===== src/rtl/cache_ctrl_pkg.sv =====
// Shared types and geometry for the direct-mapped, write-through cache controller.
package cache_ctrl_pkg;

  localparam int unsigned ADDR_W     = 10;
  localparam int unsigned TAG_W      = 3;
  localparam int unsigned INDEX_W    = 7;
  localparam int unsigned LINE_WORDS = 4;
  localparam int unsigned WORD_SEL_W = $clog2(LINE_WORDS);
  localparam int unsigned CNT_W      = 16;

  typedef enum logic [2:0] {
    StIdle,
    StLookup,
    StRdResp,
    StFill,
    StUpdate,
    StFillResp,
    StWrMem,
    StWrResp
  } state_e;

endpackage


===== src/rtl/cache_fill_buf.sv =====
// Line-fill buffer: collects LINE_WORDS memory words in order behind a word counter.
module cache_fill_buf
  import cache_ctrl_pkg::*;
#(
  parameter int unsigned DATA_W = 32
) (
  input  logic                              clk,
  input  logic                              reset,
  input  logic                              clear,
  input  logic                              load,
  input  logic [DATA_W-1:0]                 load_data,
  output logic [WORD_SEL_W-1:0]             cnt,
  output logic                              done,
  output logic [LINE_WORDS-1:0][DATA_W-1:0] line
);

  logic [WORD_SEL_W-1:0]             cnt_q;
  logic [LINE_WORDS-1:0][DATA_W-1:0] line_q;

  always_ff @(posedge clk or posedge reset) begin
    if (reset) begin
      cnt_q  <= '0;
      line_q <= '0;
    end else if (clear) begin
      cnt_q  <= '0;
      line_q <= '0;
    end else if (load) begin
      line_q[cnt_q] <= load_data;
      cnt_q         <= cnt_q + WORD_SEL_W'(1);
    end
  end

  assign cnt  = cnt_q;
  assign done = load && (cnt_q == WORD_SEL_W'(LINE_WORDS - 1));
  assign line = line_q;

endmodule


===== src/rtl/cache_controller.sv =====
// Direct-mapped cache controller: read-allocate line fills, write-through without allocate.
module cache_controller
  import cache_ctrl_pkg::*;
#(
  parameter int unsigned ADDR_W = cache_ctrl_pkg::ADDR_W,
  parameter int unsigned DATA_W = 32
) (
  input  logic                           clk,
  input  logic                           reset,
  input  logic                           cpu_req,
  input  logic                           cpu_we,
  input  logic [ADDR_W-1:0]              cpu_addr,
  input  logic [DATA_W-1:0]              cpu_wdata,
  output logic                           cpu_ready,
  output logic [DATA_W-1:0]              cpu_rdata,
  output logic                           cpu_busy,
  output logic [ADDR_W-1:0]              cache_addr,
  output logic                           cache_read_en,
  output logic                           cache_write_en,
  output logic [DATA_W-1:0]              cache_write_data,
  output logic                           cache_update,
  output logic [LINE_WORDS*DATA_W-1:0]   cache_update_data,
  input  logic [DATA_W-1:0]              cache_read_data,
  input  logic                           cache_valid,
  input  logic [ADDR_W-INDEX_W-1:0]      cache_tag,
  output logic                           mem_req,
  output logic                           mem_we,
  output logic [ADDR_W-1:0]              mem_addr,
  output logic [DATA_W-1:0]              mem_wdata,
  input  logic [DATA_W-1:0]              mem_rdata,
  input  logic                           mem_ack,
  output logic [CNT_W-1:0]               hit_cnt,
  output logic [CNT_W-1:0]               miss_cnt
);

  state_e                            state_q, state_d;
  logic                              we_q;
  logic [ADDR_W-1:0]                 addr_q;
  logic [DATA_W-1:0]                 wdata_q;
  logic [CNT_W-1:0]                  hit_cnt_q, hit_cnt_d, miss_cnt_q, miss_cnt_d;
  logic                              hit;
  logic                              fb_clear, fb_load, fb_done;
  logic [WORD_SEL_W-1:0]             fb_cnt;
  logic [LINE_WORDS-1:0][DATA_W-1:0] fb_line;

  cache_fill_buf #(
    .DATA_W (DATA_W)
  ) u_fill_buf (
    .clk       (clk),
    .reset     (reset),
    .clear     (fb_clear),
    .load      (fb_load),
    .load_data (mem_rdata),
    .cnt       (fb_cnt),
    .done      (fb_done),
    .line      (fb_line)
  );

  // Kept apart from the main decode so valid/tag lookup never loops back through it.
  assign cache_addr = (state_q inside {StLookup, StUpdate}) ? addr_q : '0;
  assign hit        = cache_valid && (cache_tag == addr_q[ADDR_W-1:INDEX_W]);
  assign cpu_busy   = (state_q != StIdle);
  assign hit_cnt    = hit_cnt_q;
  assign miss_cnt   = miss_cnt_q;

  always_ff @(posedge clk or posedge reset) begin
    if (reset) begin
      state_q    <= StIdle;
      we_q       <= 1'b0;
      addr_q     <= '0;
      wdata_q    <= '0;
      hit_cnt_q  <= '0;
      miss_cnt_q <= '0;
    end else begin
      state_q    <= state_d;
      hit_cnt_q  <= hit_cnt_d;
      miss_cnt_q <= miss_cnt_d;
      if (state_q == StIdle && cpu_req) begin
        we_q    <= cpu_we;
        addr_q  <= cpu_addr;
        wdata_q <= cpu_wdata;
      end
    end
  end

  always_comb begin
    hit_cnt_d  = hit_cnt_q;
    miss_cnt_d = miss_cnt_q;
    if (state_q == StLookup) begin
      if (hit) begin
        if (hit_cnt_q != '1) hit_cnt_d = hit_cnt_q + CNT_W'(1);
      end else if (miss_cnt_q != '1) begin
        miss_cnt_d = miss_cnt_q + CNT_W'(1);
      end
    end
  end

  always_comb begin
    state_d           = state_q;
    cpu_ready         = 1'b0;
    cpu_rdata         = '0;
    cache_read_en     = 1'b0;
    cache_write_en    = 1'b0;
    cache_write_data  = '0;
    cache_update      = 1'b0;
    cache_update_data = '0;
    mem_req           = 1'b0;
    mem_we            = 1'b0;
    mem_addr          = '0;
    mem_wdata         = '0;
    fb_clear          = 1'b0;
    fb_load           = 1'b0;
    unique case (state_q)
      StIdle: begin
        if (cpu_req) state_d = StLookup;
      end
      StLookup: begin
        if (we_q) begin
          cache_write_en   = hit;
          cache_write_data = hit ? wdata_q : '0;
          state_d          = StWrMem;
        end else if (hit) begin
          cache_read_en = 1'b1;
          state_d       = StRdResp;
        end else begin
          fb_clear = 1'b1;
          state_d  = StFill;
        end
      end
      StRdResp: begin
        cpu_ready = 1'b1;
        cpu_rdata = cache_read_data;
        state_d   = StIdle;
      end
      StFill: begin
        mem_req  = 1'b1;
        mem_addr = {addr_q[ADDR_W-1:WORD_SEL_W], fb_cnt};
        fb_load  = mem_ack;
        if (fb_done) state_d = StUpdate;
      end
      StUpdate: begin
        cache_update      = 1'b1;
        cache_update_data = fb_line;
        state_d           = StFillResp;
      end
      StFillResp: begin
        // Serve the miss from the fill buffer; the array read port is not used here.
        cpu_ready = 1'b1;
        cpu_rdata = fb_line[addr_q[WORD_SEL_W-1:0]];
        state_d   = StIdle;
      end
      StWrMem: begin
        mem_req   = 1'b1;
        mem_we    = 1'b1;
        mem_addr  = addr_q;
        mem_wdata = wdata_q;
        if (mem_ack) state_d = StWrResp;
      end
      StWrResp: begin
        cpu_ready = 1'b1;
        state_d   = StIdle;
      end
      default: state_d = StIdle;
    endcase
  end

endmodule


===== config.mk =====
export PLATFORM = sky130hd
export DESIGN_NAME = cache_controller
export DESIGN_NICKNAME = d
export VERILOG_FILES = /design/src/rtl/cache_ctrl_pkg.sv /design/src/rtl/cache_fill_buf.sv /design/src/rtl/cache_controller.sv
export SDC_FILE = /design/constraint.sdc
export NUM_CORES = 1
export LEC_CHECK = 0
export CORE_ASPECT_RATIO = 1.25
export CORE_UTILIZATION = 45
export CTS_CLUSTER_SIZE = 14
export DETAILED_ROUTE_END_ITERATION = 8
export DONT_BUFFER_PORTS = 1
export RECOVER_POWER = 25
export SLEW_MARGIN = 20
export SYNTH_ARGS = -nofsm -noshare
export SYNTH_HDL_FRONTEND = slang
export SYNTH_SLANG_ARGS = --single-unit

===== constraint.sdc =====
create_clock -name clk -period 14.8 [get_ports clk]
set_input_delay 2.22 -clock clk [delete_from_list [all_inputs] [get_ports clk]]
set_output_delay 2.22 -clock clk [all_outputs]
set_load 0.02 [all_outputs]

==> flow_summary.json <==
{
  "status": "complete, but fails checks",
  "violations": "capacitance limit, slew limit",
  "instances_no_fill": 1466,
  "hold_viol_final": 0,
  "required_ns": 14.04,
  "crit_arrival_ns": 7.32,
  "critPathLaunchType": "input pin",
  "worst_pin_slew_ns": 5.614,
  "cp_cell_sequence": "clkinvlp_2 -> clkbuf_1",
  "worstHoldEndpoint": "addr_q[6]",
  "clkTransAtPathRegs_ns": 0.06,
  "cts_hold_buf": 0,
  "reg2reg_from": "state_q[0]",
  "dr.pass1.iters": 5,
  "portBuffers": 0,
  "finalCritPeriodShare": 0.5454,
  "synth.yosys.seq_area_share": 0.4632,
  "dieHeight_um": 178.7,
  "antenna_found_initial": 1,
  "maxSlewViolCount": 168,
  "rrSetupSlack_ns": 11.26,
  "tns_ns": 0,
  "cp-end-kind": "asynchronous set/reset pin",
  "rsz0062_at_grt": "false",
  "rows": 64,
  "grtUsageTotal": 0.2501,
  "syn_inst": 1173,
  "dieWidth_um": 143.3,
  "nNetsFinal": 1241,
  "min_from": "addr_q[6]",
  "skew_ns": 0.01275,
  "drt-total-wl_um": 32640,
  "clk_path_buf_depth": 3,
  "r2r-end": "u_fill_buf.line[112]",
  "grt_pass1_vias": 8208,
  "slew_headroom": -2.742,
  "critPathKind": "in2async",
  "drc": 0,
  "synth_edf_count": 0,
  "synth.distinct_cells": 47,
  "layout-drive-gt1-share": 0.1278,
  "cts_sinks": 208,
  "cellPowerDensity_nw_per_um2": 186.0,
  "yosys_most_used_dff": "dfrtp_1",
  "cts_tree": "yes",
  "ys_ff_latch": 208,
  "core-area_um2": 24500,
  "area_growth_syn_to_layout_pct": 8.005,
  "drtIter0Drc": 440,
  "cts_setup_buffers": 0,
  "hold_depth": 1,
  "numCtsBuffers": 22,
  "grt_pass1_wl_um": 48650,
  "yosysWarnings": 0,
  "leakage_nw": 5.289,
  "grt_start_max_net_pins": 141,
  "vias_per_cell": 5.724,
  "yosys.area.top_type_share": 0.4632,
  "dp.cells": 1424,
  "hpwl_um": 21230,
  "reg2reg_depth": 5,
  "detail-route-antenna-nets": 0,
  "routabilityCongestion": 0.8481,
  "fmax_mhz": 123.9,
  "avgRoutedWirePerCell_um": 22.26,
  "postSynth.asyncResetShare": 1.000,
  "start_util": 0.4586,
  "critPathTopFamily": "buffers and inverters",
  "synth_area_um2": 11240,
  "worst_path_largest_cell_delay_ns": 3.97,
  "setup_viol": 0,
  "timing.final.crit_period_ns": 8.072,
  "post_cts_resized": 0,
  "cp_max_fo": 102,
  "io_pins": 398,
  "cts_root_buf": "clkbuf_16",
  "path_buf_inv": 2,
  "ir_worst_vdd_mv": 0.1541,
  "cts_htree_levels": 1,
  "synth_area_leaders": "dfrtp_1 (46%), and2_1 (9.6%), nand2_1 (9.0%), mux4_2 (6.4%), a21oi_1 (5.8%)",
  "cp_slowest_cell": "clkbuf_1",
  "clk_latency_ns": 0.50,
  "syn_avg_cell_area_um2": 9.580,
  "hp-class": "reg2reg",
  "cap_violations": 3,
  "die-area_um2": 25610,
  "grt_overflow": 0,
  "num_vias": 8392,
  "syn_nets": 1294,
  "synth_top_area_cell": "dfrtp_1"
}
==> power by group <==
group	internal, mW	total [mW]	switching [mW]
combinational	0.291	0.773	0.482
clock	0.336	0.564	0.228
sequential	0.746	0.920	0.174
total	1.37	2.26	0.884
==> registers in the layout, summed over array words and instances, names as in the netlist <==
| register | count |
|---|---|
| addr_q | 10 |
| we_q | 1 |
| state_q | 3 |
| u_fill_buf.line | 128 |
| miss_cnt | 16 |
| wdata_q | 32 |
| hit_cnt | 16 |
| u_fill_buf.cnt | 2 |
==> metal layers <==
layer	routed length, µm	track usage	vias up
met4	1123	0.09220	0
met5	0	0	-
met3	2100	0.04006	54
met1	12530	0.2963	4115
li1	-	-	3861
met2	16880	0.4541	362
==> synthesized netlist by cell type (all sizes together) (4+ instances only) <==
cell type / number
nand2b: 4
buf: 29
nor3: 5
clkbuf: 66
nor2: 16
nand2: 269
mux4: 32
a21oi: 131
and3: 37
and2: 173
xnor2: 6
nand4: 6
a22o: 32
or3: 4
a2111oi: 6
xor2: 28
nor4: 5
nor2b: 14
a211oi: 5
ha: 6
nand3: 12
mux2: 45
inv: 9
dfrtp: 208
==> worst max path at each step <==
stage | startpoint | endpoint | cells past startpoint
2_1_floorplan | reset | addr_q[0] | 1
3_3_place_gp | cache_tag[2] | cache_write_data[27] | 4
3_5_place_dp | cache_tag[2] | cache_write_data[9] | 4
4_1_cts | cache_tag[2] | cache_write_data[9] | 4
5_1_grt | reset | u_fill_buf.line[115] | 2
6_report | reset | u_fill_buf.line[47] | 2
==> per-stage QoR <==
stage | instance area [µm²] | power (mW) | hold slack [ns] | setup WS, ns | util
6_report | 12140 | 2.257 | 0.5218 | 6.728 | 0.4953
5_1_grt | 12140 | 2.393 | 0.5527 | 5.420 | 0.4953
4_1_cts | 12150 | 2.284 | 0.5270 | 7.821 | 0.4960
3_5_place_dp | 11410 | 1.712 | 0.5054 | 7.822 | 0.4657
3_3_place_gp | 11410 | 1.694 | 0.4995 | 7.899 | 0.4657
2_1_floorplan | 11240 | 1.511 | 0.4869 | 6.899 | -
==> logic make-up (layout without fill, tap and decap cells) <==
| kind of cell | Yosys count | in the layout | synth area share |
|---|---|---|---|
| compound gates | 184 | 184 | 0.1028 |
| xor+xnor | 34 | 34 | 0.02650 |
| fa+ha+maj | 6 | 6 | 0.006681 |
| buf+inv | 104 | 66 | 0.03919 |
| flops | 208 | 208 | 0.4632 |
| mux | 77 | 77 | 0.1092 |
| other cells | 0 | 1 | 0 |
| simple gates | 560 | 560 | 0.2524 |
==> cell usage in the layout (no fill, tap or decap), drive strengths merged, types with 3 or more instances in the layout <==
cell,netlist,layout
mux2,45,45
xor2,28,28
mux4,32,32
nor4b,3,3
nor2b,14,14
dfrtp,208,208
nor4,5,5
nor3,5,5
nand2,269,269
a211oi,5,5
or3,4,4
nor3b,3,3
o21ai,3,3
nand3,12,12
and2,173,173
and3,37,37
buf,29,16
clkinvlp,0,3
xnor2,6,6
inv,9,8
a2111oi,6,6
nor2,16,16
nand4b,3,3
a21oi,131,131
ha,6,6
clkbuf,66,36
nand2b,4,4
a22o,32,32
nand4,6,6
==> area by class of cell <==
class,instances,area [µm²]
Tap cell,330,412.9
Clock inverter,5,55.05
Timing Repair Buffer,18,131.4
Fill cell,2306,12370
Antenna cell,1,2.502
Inverter,9,35.03
Multi-Input combinational cell,861,5605
Clock buffer,34,686.9
Sequential cell,208,5207
No activity file was read; power rests on OpenSTA's default activity.
